<file path="src/rtl/dice_pkg.sv">
// Shared types for the dice roll sequencer: FSM states, die indices,
// button count and the lowest-set-bit arbiter helper.
package dice_pkg;

  localparam int NBTN = 7;

  typedef enum logic [1:0] {
    SHOW   = 2'd0,
    SPIN   = 2'd1,
    TUMBLE = 2'd2,
    SLEEP  = 2'd3
  } roll_state_t;

  localparam logic [2:0] D4   = 3'd0;
  localparam logic [2:0] D6   = 3'd1;
  localparam logic [2:0] D8   = 3'd2;
  localparam logic [2:0] D10  = 3'd3;
  localparam logic [2:0] D12  = 3'd4;
  localparam logic [2:0] D20  = 3'd5;
  localparam logic [2:0] D100 = 3'd6;

  function automatic logic [2:0] lowest(
    input logic [NBTN-1:0] v
  );
    logic [2:0] r;
    r = D4;
    for (int i = NBTN - 1; i >= 0; i--)
      if (v[i]) r = 3'(i);
    return r;
  endfunction

endpackage

</file>
<file path="src/rtl/dice_roll_ctrl_if.sv">
// Button/prescaler inputs and counter/display commands of the roller.
// master: drives btn, tick; slave: the sequencer, drives the rest.
interface dice_roll_ctrl_if;
  import dice_pkg::*;

  logic            tick;
  logic [NBTN-1:0] btn;
  logic            load;
  logic [2:0]      die_sel;
  logic            step;
  logic            disp_on;
  logic            busy;
  roll_state_t     state;

  modport master (
    output tick, btn,
    input  load, die_sel, step,
    input  disp_on, busy, state
  );

  modport slave (
    input  tick, btn,
    output load, die_sel, step,
    output disp_on, busy, state
  );

endinterface

</file>
<file path="src/rtl/roll_timer.sv">
// Tick-gated counter: hit fires on the tick that reaches cmp, and the
// count restarts from zero. Ports: clk, rst, clr, tick, cmp -> hit.
module roll_timer #(
  parameter int W = 9
) (
  input  logic         clk,
  input  logic         rst,
  input  logic         clr,
  input  logic         tick,
  input  logic [W-1:0] cmp,
  output logic         hit
);

  logic [W-1:0] cnt;

  // clr wins over a coincident tick: that tick is discarded
  assign hit = tick && !clr && (cnt + 1'b1 == cmp);

  always_ff @(posedge clk) begin
    if (rst || clr || hit)
      cnt <= '0;
    else if (tick)
      cnt <= cnt + 1'b1;
  end

endmodule

</file>
<file path="src/rtl/dice_roll_ctrl.sv">
// Roll sequencer: arbitrates die buttons, issues load/step to the
// digit counter, tumbles after release, then shows and sleeps.
module dice_roll_ctrl
  import dice_pkg::*;
#(
  parameter int TUMBLE_STEPS = 8,
  parameter int SHOW_TICKS   = 320
) (
  input logic             clk,
  input logic             rst,
  dice_roll_ctrl_if.slave bus
);

  localparam int SW = $clog2(SHOW_TICKS + 1);
  localparam int TW = (SW > 4) ? SW : 4;
  localparam logic [TW-1:0] SHOW_CMP = TW'(SHOW_TICKS);
  localparam logic [3:0] LAST_K = 4'(TUMBLE_STEPS - 1);

  roll_state_t     state_q, state_d;
  logic [NBTN-1:0] btn_q, rise;
  logic [2:0]      die_q;
  logic [3:0]      k_q;
  logic            press, held;
  logic            clr, hit;
  logic [TW-1:0]   cmp;
  logic            load_d, step_d;
  logic            disp_d, busy_d;
  logic            load_q, step_q;
  logic            disp_q, busy_q;

  assign rise  = bus.btn & ~btn_q;
  assign press = |rise;
  assign held  = bus.btn[die_q];

  // One timer serves both the tumble interval and the show timeout;
  // it is held clear wherever neither is running.
  assign clr = press || state_q == SPIN
            || state_q == SLEEP;
  assign cmp = (state_q == TUMBLE)
             ? TW'(k_q) + TW'(1) : SHOW_CMP;

  roll_timer #(.W(TW)) u_timer (
    .clk  (clk),
    .rst  (rst),
    .clr  (clr),
    .tick (bus.tick),
    .cmp  (cmp),
    .hit  (hit)
  );

  always_ff @(posedge clk) begin
    if (rst) begin
      state_q <= SHOW;
      btn_q   <= '0;
      die_q   <= D4;
      k_q     <= '0;
      load_q  <= 1'b0;
      step_q  <= 1'b0;
      disp_q  <= 1'b1;
      busy_q  <= 1'b0;
    end else begin
      state_q <= state_d;
      btn_q   <= bus.btn;
      if (load_d)
        die_q <= lowest(rise);
      if (state_q == SPIN)
        k_q <= '0;
      else if (state_q == TUMBLE && hit)
        k_q <= k_q + 4'd1;
      load_q <= load_d;
      step_q <= step_d;
      disp_q <= disp_d;
      busy_q <= busy_d;
    end
  end

  // Rises during SPIN are ignored; btn_q absorbs them anyway.
  always_comb begin
    state_d = state_q;
    unique case (state_q)
      SHOW:
        if (press)    state_d = SPIN;
        else if (hit) state_d = SLEEP;
      SPIN:
        if (!held)    state_d = TUMBLE;
      TUMBLE:
        if (press)    state_d = SPIN;
        else if (hit && k_q == LAST_K)
                      state_d = SHOW;
      SLEEP:
        if (press)    state_d = SPIN;
      default:        state_d = SHOW;
    endcase
  end

  always_comb begin
    load_d = press && state_q != SPIN;
    step_d = 1'b0;
    unique case (1'b1)
      state_q == SPIN:   step_d = held;
      state_q == TUMBLE: step_d = hit;
      default:           step_d = 1'b0;
    endcase
    disp_d = state_d == SHOW || state_d == TUMBLE;
    busy_d = state_d == SPIN || state_d == TUMBLE;
  end

  assign bus.state   = state_q;
  assign bus.die_sel = die_q;
  assign bus.load    = load_q;
  assign bus.step    = step_q;
  assign bus.disp_on = disp_q;
  assign bus.busy    = busy_q;

endmodule

</file>
<file path="src/flat_wrapper.sv">
// flat-port wrapper written by rule: the top's interface ports become plain ports
module dice_roll_ctrl_flat import dice_pkg::*;
#(
  parameter int TUMBLE_STEPS = 8,
  parameter int SHOW_TICKS   = 320
)
  (clk, rst, bus_tick, bus_btn, bus_load, bus_die_sel, bus_step, bus_disp_on, bus_busy, bus_state);
  dice_roll_ctrl_if bus_i ();
  input logic clk;
  input logic rst;
  input wire logic [$bits(bus_i.tick)-1:0] bus_tick;
  input wire logic [$bits(bus_i.btn)-1:0] bus_btn;
  output wire logic [$bits(bus_i.load)-1:0] bus_load;
  output wire logic [$bits(bus_i.die_sel)-1:0] bus_die_sel;
  output wire logic [$bits(bus_i.step)-1:0] bus_step;
  output wire logic [$bits(bus_i.disp_on)-1:0] bus_disp_on;
  output wire logic [$bits(bus_i.busy)-1:0] bus_busy;
  output wire logic [$bits(bus_i.state)-1:0] bus_state;
  assign bus_i.tick = bus_tick;
  assign bus_i.btn = bus_btn;
  assign bus_load = bus_i.load;
  assign bus_die_sel = bus_i.die_sel;
  assign bus_step = bus_i.step;
  assign bus_disp_on = bus_i.disp_on;
  assign bus_busy = bus_i.busy;
  assign bus_state = bus_i.state;
  dice_roll_ctrl #(.TUMBLE_STEPS(TUMBLE_STEPS), .SHOW_TICKS(SHOW_TICKS)) u_core (.clk(clk), .rst(rst), .bus(bus_i));
endmodule
</file>
<file path="config.mk">
export PLATFORM = sky130hd
export DESIGN_NAME = dice_roll_ctrl_flat
export DESIGN_NICKNAME = d
export VERILOG_FILES = /design/src/rtl/dice_pkg.sv /design/src/rtl/dice_roll_ctrl_if.sv /design/src/rtl/roll_timer.sv /design/src/rtl/dice_roll_ctrl.sv /design/src/flat_wrapper.sv
export SDC_FILE = /design/constraint.sdc
export NUM_CORES = 1
export LEC_CHECK = 0
export BUFFER_PORTS_ARGS = -buffer_cell sky130_fd_sc_hd__buf_2
export CAP_MARGIN = 20
export CORE_MARGIN = 4
export CORE_UTILIZATION = 40
export CTS_CLUSTER_DIAMETER = 100
export DETAILED_ROUTE_END_ITERATION = 7
export GPL_TIMING_DRIVEN = 0
export PLACE_DENSITY = 0.68
export SYNTH_ARGS = -nofsm -noshare
export SYNTH_HDL_FRONTEND = slang
export SYNTH_SLANG_ARGS = --single-unit
</file>
<file path="constraint.sdc">
create_clock -name clk -period 2.95 [get_ports clk]
set_clock_uncertainty 0.05 [all_clocks]
set_input_delay 0.4425 -clock clk [delete_from_list [all_inputs] [get_ports clk]]
set_output_delay 0.4425 -clock clk [all_outputs]
set_load 0.01 [all_outputs]
</file>
Word-level counts from Yosys, hierarchy flattened --
Cells that the tools add are included.
Word-level totals: flip-flop bits (word level) 29, bits in latches 0, bits in writable memories 0, memory bits (read-only) 0, input bits 10, output and inout bits 9, word-level logic and storage cells 57, memories kept 0
Cells by class: add/subtract/negate cells 3, $mul 0, div/mod/pow operators 0, order comparisons 1, equal/unequal tests 8, shift-type cells 0, mux-type cells 18, bitwise logic cells 2, reductions and logical operators 16
Operator list (count):
- 2-to-1 mux 3 bit | 7
- 2-to-1 mux 2 bit | 6
- adder 9 x 1 -> 9 bit (second input constant) | 1
- equality test 9 bit | 1
- 2-to-1 mux 9 bit | 1
- case mux 2 bit (4 select lines) | 1
- AND 7 bit | 1
- inverter 7 bit | 1
- OR reduction 7 bit | 1
- equality test 2 bit (second input constant) | 3
- logical OR 1 bit | 6
- adder 4 x 1 -> 5 bit (second input constant) | 1
- logical AND 1 bit | 5
- adder 4 x 1 -> 4 bit (second input constant) | 1
- equality test 2 x 1 -> 1 bit (second input constant) | 2
- equality test 4 x 3 -> 1 bit (second input constant) | 1
- logical NOT 2 bit | 2
- < comparator 3 x 4 -> 1 bit (second input constant) | 1
- binary-select mux 1 bit (select 3 bit) | 1
- != test 2 x 1 -> 1 bit (second input constant) | 1
- case mux 1 bit (2 select lines) | 1
- OR reduction 2 bit | 1
- logical NOT 1 bit | 1
- 2-to-1 mux 1 bit | 1

Logic depth before layout (Yosys ltp) --
word-level depth 14, mapped depth 11, gate-level depth less buffers 10

By module --
From an unflattened synthesis, not the netlist that was laid out.
Second synthesis, totals: cells, all modules 207, area, all modules 1801.7 um^2
Modules (own cells, without submodules):
- dice_roll_ctrl | times used 1, cells an instance 116, area each 1049.8 um^2, sequential area each 400.4 um^2
- roll_timer | times used 1, cells an instance 91, area each 752.0 um^2, sequential area each 180.2 um^2

Least setup slack after synthesis --
No wires, ideal clock.
path kind register -> register, start point register u_core.state_q[0] (netlist: u_core.bus.state[0]), end point register u_core.u_timer.cnt[6], setup time 62 ps, data arrival time 2218 ps, required time 2838 ps, path slack 620 ps, cell stages (with the launch flop) 12, buffers on the path 2, cell sequence dfxtp_1 > inv_1 > ha_1 > buf_4 > nand4_1 > xor2_1 > xnor2_1 > nor2_1 > and3_1 > or4_1 > buf_6 > nor2_2
On the way: word-level cells in the longest chain between the ends 7
Ends and longest elaborated chain:
- start, declared | RTL line dice_roll_ctrl.sv:19 | roll_state_t state_q, state_d;
- start signal, assigned | RTL line dice_roll_ctrl.sv:62 | state_q <= state_d;
- branches (longest 6 deep; another with 2-to-1 mux 9 bit)
- logical OR 1 bit * | RTL line roll_timer.sv:20 | if (rst || clr || hit)
- end signal, assigned | RTL line roll_timer.sv:23 | cnt <= cnt + 1'b1;
- end, declared | RTL line roll_timer.sv:14 | logic [W-1:0] cnt;
Every way passes the cells marked *. A chain may end at the register's enable or synchronous reset.

Final worst setup path --
start point register u_core.u_timer.cnt[0], end point register u_core.busy_q (netlist: u_core.bus.busy)
On the way: word-level cells in the longest chain between the ends 9
Ends and longest elaborated chain:
- adder 9 x 1 -> 9 bit * | RTL line roll_timer.sv:17 | assign hit = tick && !clr && (cnt + 1'b1 == cmp);
- equality test 9 bit * | RTL line roll_timer.sv:17
- logical AND 1 bit * | RTL line roll_timer.sv:17
- logical AND 1 bit | RTL line dice_roll_ctrl.sv:88 | else if (hit && k_q == LAST_K)
- 2-to-1 mux 2 bit | RTL line dice_roll_ctrl.sv:88
- 2-to-1 mux 2 bit | RTL line dice_roll_ctrl.sv:87 | if (press) state_d = SPIN;
- case mux 2 bit (4 select lines) * | RTL line dice_roll_ctrl.sv:80 | unique case (state_q)
- equality test 2 x 1 -> 1 bit / equality test 2 bit (equally long branches) | RTL line dice_roll_ctrl.sv:105 | busy_d = state_d == SPIN || state_d == TUMBLE;
- logical OR 1 bit * | RTL line dice_roll_ctrl.sv:105
- end signal, assigned | RTL line dice_roll_ctrl.sv:73 | busy_q <= busy_d;
- end, declared | RTL line dice_roll_ctrl.sv:29 | logic disp_q, busy_q;
Mark *: on every way between the ends. The rest lies on a longest branch, timed or not.

==> results list <==
- The critical path goes through ha_1 -> nand3_1 -> o41ai_2 -> o32ai_2 -> nor4_4 -> nand3_1 -> a221oi_2 -> xor2_1 -> nor2_1.
* Post-synth EDFFs: 0
- Aggregate global-route resource usage: 0.143
- During placement, the flow inserted port buffers numbering 17.
* Leading cell types in the layout, fill and taps excluded: 29 x sky130_fd_sc_hd__dfxtp_1, 22 x sky130_fd_sc_hd__nor2_1, 18 x sky130_fd_sc_hd__buf_2
- Hold/Removal Path Class: primary input to flip-flop
- Yosys printed 0 warnings.
- For the worst setup path, the data required time is slightly above 3 ns.
- Residual DRC count: 0
- Hold buffer count at CTS: 0
- Number of different library cells in the post-synthesis netlist: between 50 and 60
* RSZ-0062 raised after global routing: no
* NumNets Final: 240
- Area of the placeable core: between 0.004 and 0.005 mm2
- By area the synthesized netlist is led by sky130_fd_sc_hd__dfxtp_1 33%, sky130_fd_sc_hd__xor2_1 6.0%, sky130_fd_sc_hd__nor2_1 4.7%, sky130_fd_sc_hd__ha_1 4.3%, sky130_fd_sc_hd__nor2b_1 4.3%.
- Of the total power, registers draw 0.446.
* Area leader, netlist: sky130_fd_sc_hd__dfxtp_1
- Accumulated negative setup slack: 0 ns
- Worst endpoint data arrival time: roughly 2.7 ns
* Maximum vdd drop: 0.000299 V
- Post-layout minimum cycle time: roughly 2.6 ns
- The initial utilization of the core area, before any placement, comes to 0.424.
- In this run the clock root is driven by a sky130_fd_sc_hd__clkbuf_8.
- Most common cell after layout, fill and taps aside: sky130_fd_sc_hd__dfxtp_1
- Once detailed placement completed, the half-perimeter wirelength came to 2.58 mm.
- Setup violations remaining at the end of the flow were counted as 0.
- The internal power of the cells totals 0.712 mW.
- Portion of synthesized cell area occupied by the leading cell type: 0.332
* Max_cap viols: 0
- Final hold analysis gives a worst-case slack of 0.340 ns.
* Psw: 0.236 mW
* Combinational Power Share: 0.137
- For the pin with the worst max-slew slack, the measured transition is 0.433 ns.
- In the final routed layout, each cell accounts on average for between 10 and 15 um.
- The detailed router finished its first iteration with 35 violations.
* Power density over the cells: 475 mW/mm2
- Later-pin clock latency in the skew report: about 0.28 ns
- Timing would allow up to 0.385 GHz.
- Detail-routed via count per cell: 5.18
* Die W: about 74 um
- The final hold violation count came to 0.
* Total number of H-tree levels: 2
- STA classifies the critical path endpoint as a flip-flop.
- By instance count, the cell type seen most on the critical path is sky130_fd_sc_hd__nand3_1.
- Entering global routing, the biggest net connects 11 pins.
- Post_cts resized: 0
- Setup crit start kind: flip-flop
- Worst slew margin relative to its limit: 0.711
* Flip-flop cell with the highest count after synthesis: sky130_fd_sc_hd__dfxtp_1
- CTS max path bufs: 2
- In this run the count of I/O pins placed on the die edge is 19.
- Result of the run: finished clean
* Leftover overflow at the end of global routing: 0
* Clk pwr share: 0.417
* Number of instances in the synthesized netlist: 200
- Measured along the y axis, the die boundary spans 74.1 um.
- After synthesis the cells add up to 0.00175 mm2.
- Number of antenna violations at the first check in global routing: 0
- The count of pins over their slew limit is 0.
- Post-synthesis area per instance: 8.73 um2
- The floorplan step defined a die boundary enclosing between 0.005 and 0.006 mm2.
* Worst-path maximum fanout: 7
- Utilization after layout: 0.486
* Vias post-DR: approximately 1,400
- Clock-pin slew reported for the worst setup and hold paths after clock tree synthesis: 0.06 ns
- Dividing the final minimum period by the clock period gives 0.880.
* Crit path largest cell delay: 0.47 ns
- Before antenna repair, the detailed router went through 4 iterations.
- The floorplan has 23 rows.
* Register bit count reported by yosys: 29
* Leakage power: about 0.77 nW
- Number of global-route vias before repair: 1,362
* Clock tree from TritonCTS: yes
- Share of layout cells above drive strength 1: 0.228
- After detailed routing, the total wire length is around 3.4 mm.
* Num CTS Buffers: 5
- 0 antenna diodes ended up in the layout.
- Async set or reset register ratio after synthesis: 0
- CP max-delay cell: sky130_fd_sc_hd__dfxtp_1
* Number of sinks handled by clock tree synthesis: 29
- Global-route wire length before repair: around 6.0 mm
* Post-Synthesis Net Count: 216
* Fraction of power spent switching nets: 0.249
- Post-synthesis sequential area ratio: 0.332
* Count of buffers added by post-CTS timing repair for setup: 0
- Remaining antenna violation count: 0
- Signed area change from the synthesized netlist to the final layout: 14.4%
- Gp weighted congestion: about 0.80
- Setup Crit Path Kind: flip-flop to flip-flop
[cells in the mapped netlist, types with 2 or more instances]
library cell / count
sky130_fd_sc_hd__a21oi_1: 8
sky130_fd_sc_hd__a31oi_1: 3
sky130_fd_sc_hd__and2_1: 2
sky130_fd_sc_hd__and3_1: 4
sky130_fd_sc_hd__buf_4: 2
sky130_fd_sc_hd__buf_6: 2
sky130_fd_sc_hd__clkbuf_1: 3
sky130_fd_sc_hd__dfxtp_1: 29
sky130_fd_sc_hd__ha_1: 6
sky130_fd_sc_hd__inv_1: 4
sky130_fd_sc_hd__mux2i_1: 4
sky130_fd_sc_hd__nand2_1: 13
sky130_fd_sc_hd__nand2b_1: 8
sky130_fd_sc_hd__nand3_1: 4
sky130_fd_sc_hd__nand4_1: 6
sky130_fd_sc_hd__nor2_1: 22
sky130_fd_sc_hd__nor2_2: 8
sky130_fd_sc_hd__nor2b_1: 12
sky130_fd_sc_hd__nor3_1: 4
sky130_fd_sc_hd__o21ai_0: 6
sky130_fd_sc_hd__or3_1: 2
sky130_fd_sc_hd__xnor2_1: 7
sky130_fd_sc_hd__xor2_1: 12
[logic make-up after synthesis]
logic type | share of synthesized area
AOI/OAI and AO/OA | 0.117
xor gates and xnor gates | 0.105
adders and majority gates | 0.0430
buffers and inverters | 0.0415
DFF | 0.332
muxes | 0.0358
and+or+nand+nor | 0.325
[sequential cells by signal (all words and copies together), names as in the netlist]
| register | count |
|---|---|
| u_core.bus.state | 2 |
| u_core.bus.load | 1 |
| u_core.btn_q | 7 |
| u_core.bus.die_sel | 3 |
| u_core.bus.step | 1 |
| u_core.u_timer.cnt | 9 |
| u_core.bus.disp_on | 1 |
| u_core.bus.busy | 1 |
| u_core.k_q | 4 |
[final timing paths]
kind	start	to	slack (ns)	cells after the start
worst min register to register	u_core.bus.die_sel[1]$_SDFFE_PP0P_	u_core.bus.die_sel[1]$_SDFFE_PP0P_	0.46	2
worst max register to register	u_core.u_timer.cnt[0]$_SDFFE_PP0P_	u_core.bus.busy$_SDFF_PP0_	0.35	9
worst max-delay path	u_core.u_timer.cnt[0]$_SDFFE_PP0P_	u_core.bus.busy$_SDFF_PP0_	0.35	9
worst min-delay path	bus_btn[1]	u_core.btn_q[1]$_SDFF_PP0_	0.34	2
[stage by stage]
stage | setup slack (ns) | power (mW) | cell area [um2] | std cells
after CTS | 0.351 | 0.957 | 2000 | 274
after detailed placement | 0.363 | 0.561 | 1890 | 267
after floorplan | 0.620 | 0.521 | 1750 | 200
after global routing | 0.121 | 0.994 | 2000 | 274
after global placement | 0.374 | 0.560 | 1890 | 267
final | 0.353 | 0.948 | 2000 | 274
[area by class of cell]
cell class              instances  area, um2
clock inverters                 2       35.0
plain buffers                   8       53.8
well taps                      50       62.6
inverters                       5       18.8
repair buffers                 17       85.1
fillers                       403       2120
flip-flops and latches         29        581
multi-input cells             158       1090
clock buffers                   5       68.8
[layer usage]
layer	share of wire	track usage
met5	0	0
met4	0.020	0.0664
met3	0.041	0.0446
met2	0.43	0.220
met1	0.51	0.183
[critical path, delay by kind of cell, from the launching register on]
kind	cells	cell delay [ns]
flops	1	0.47
fa+ha+maj	1	0.28
simple gates	4	0.56
compound gates	3	0.93
xor+xnor	1	0.18
[power by group through the flow]
| stage | logic, mW | registers (mW) | clock network (mW) |
|---|---|---|---|
| floorplan | 0.0851 | 0.435 | 0 |
| global placement | 0.129 | 0.430 | 0 |
| detailed placement | 0.130 | 0.431 | 0 |
| CTS | 0.131 | 0.423 | 0.403 |
| global route | 0.146 | 0.425 | 0.423 |
| finish | 0.130 | 0.423 | 0.395 |
Power figures use the tool's default switching activity.
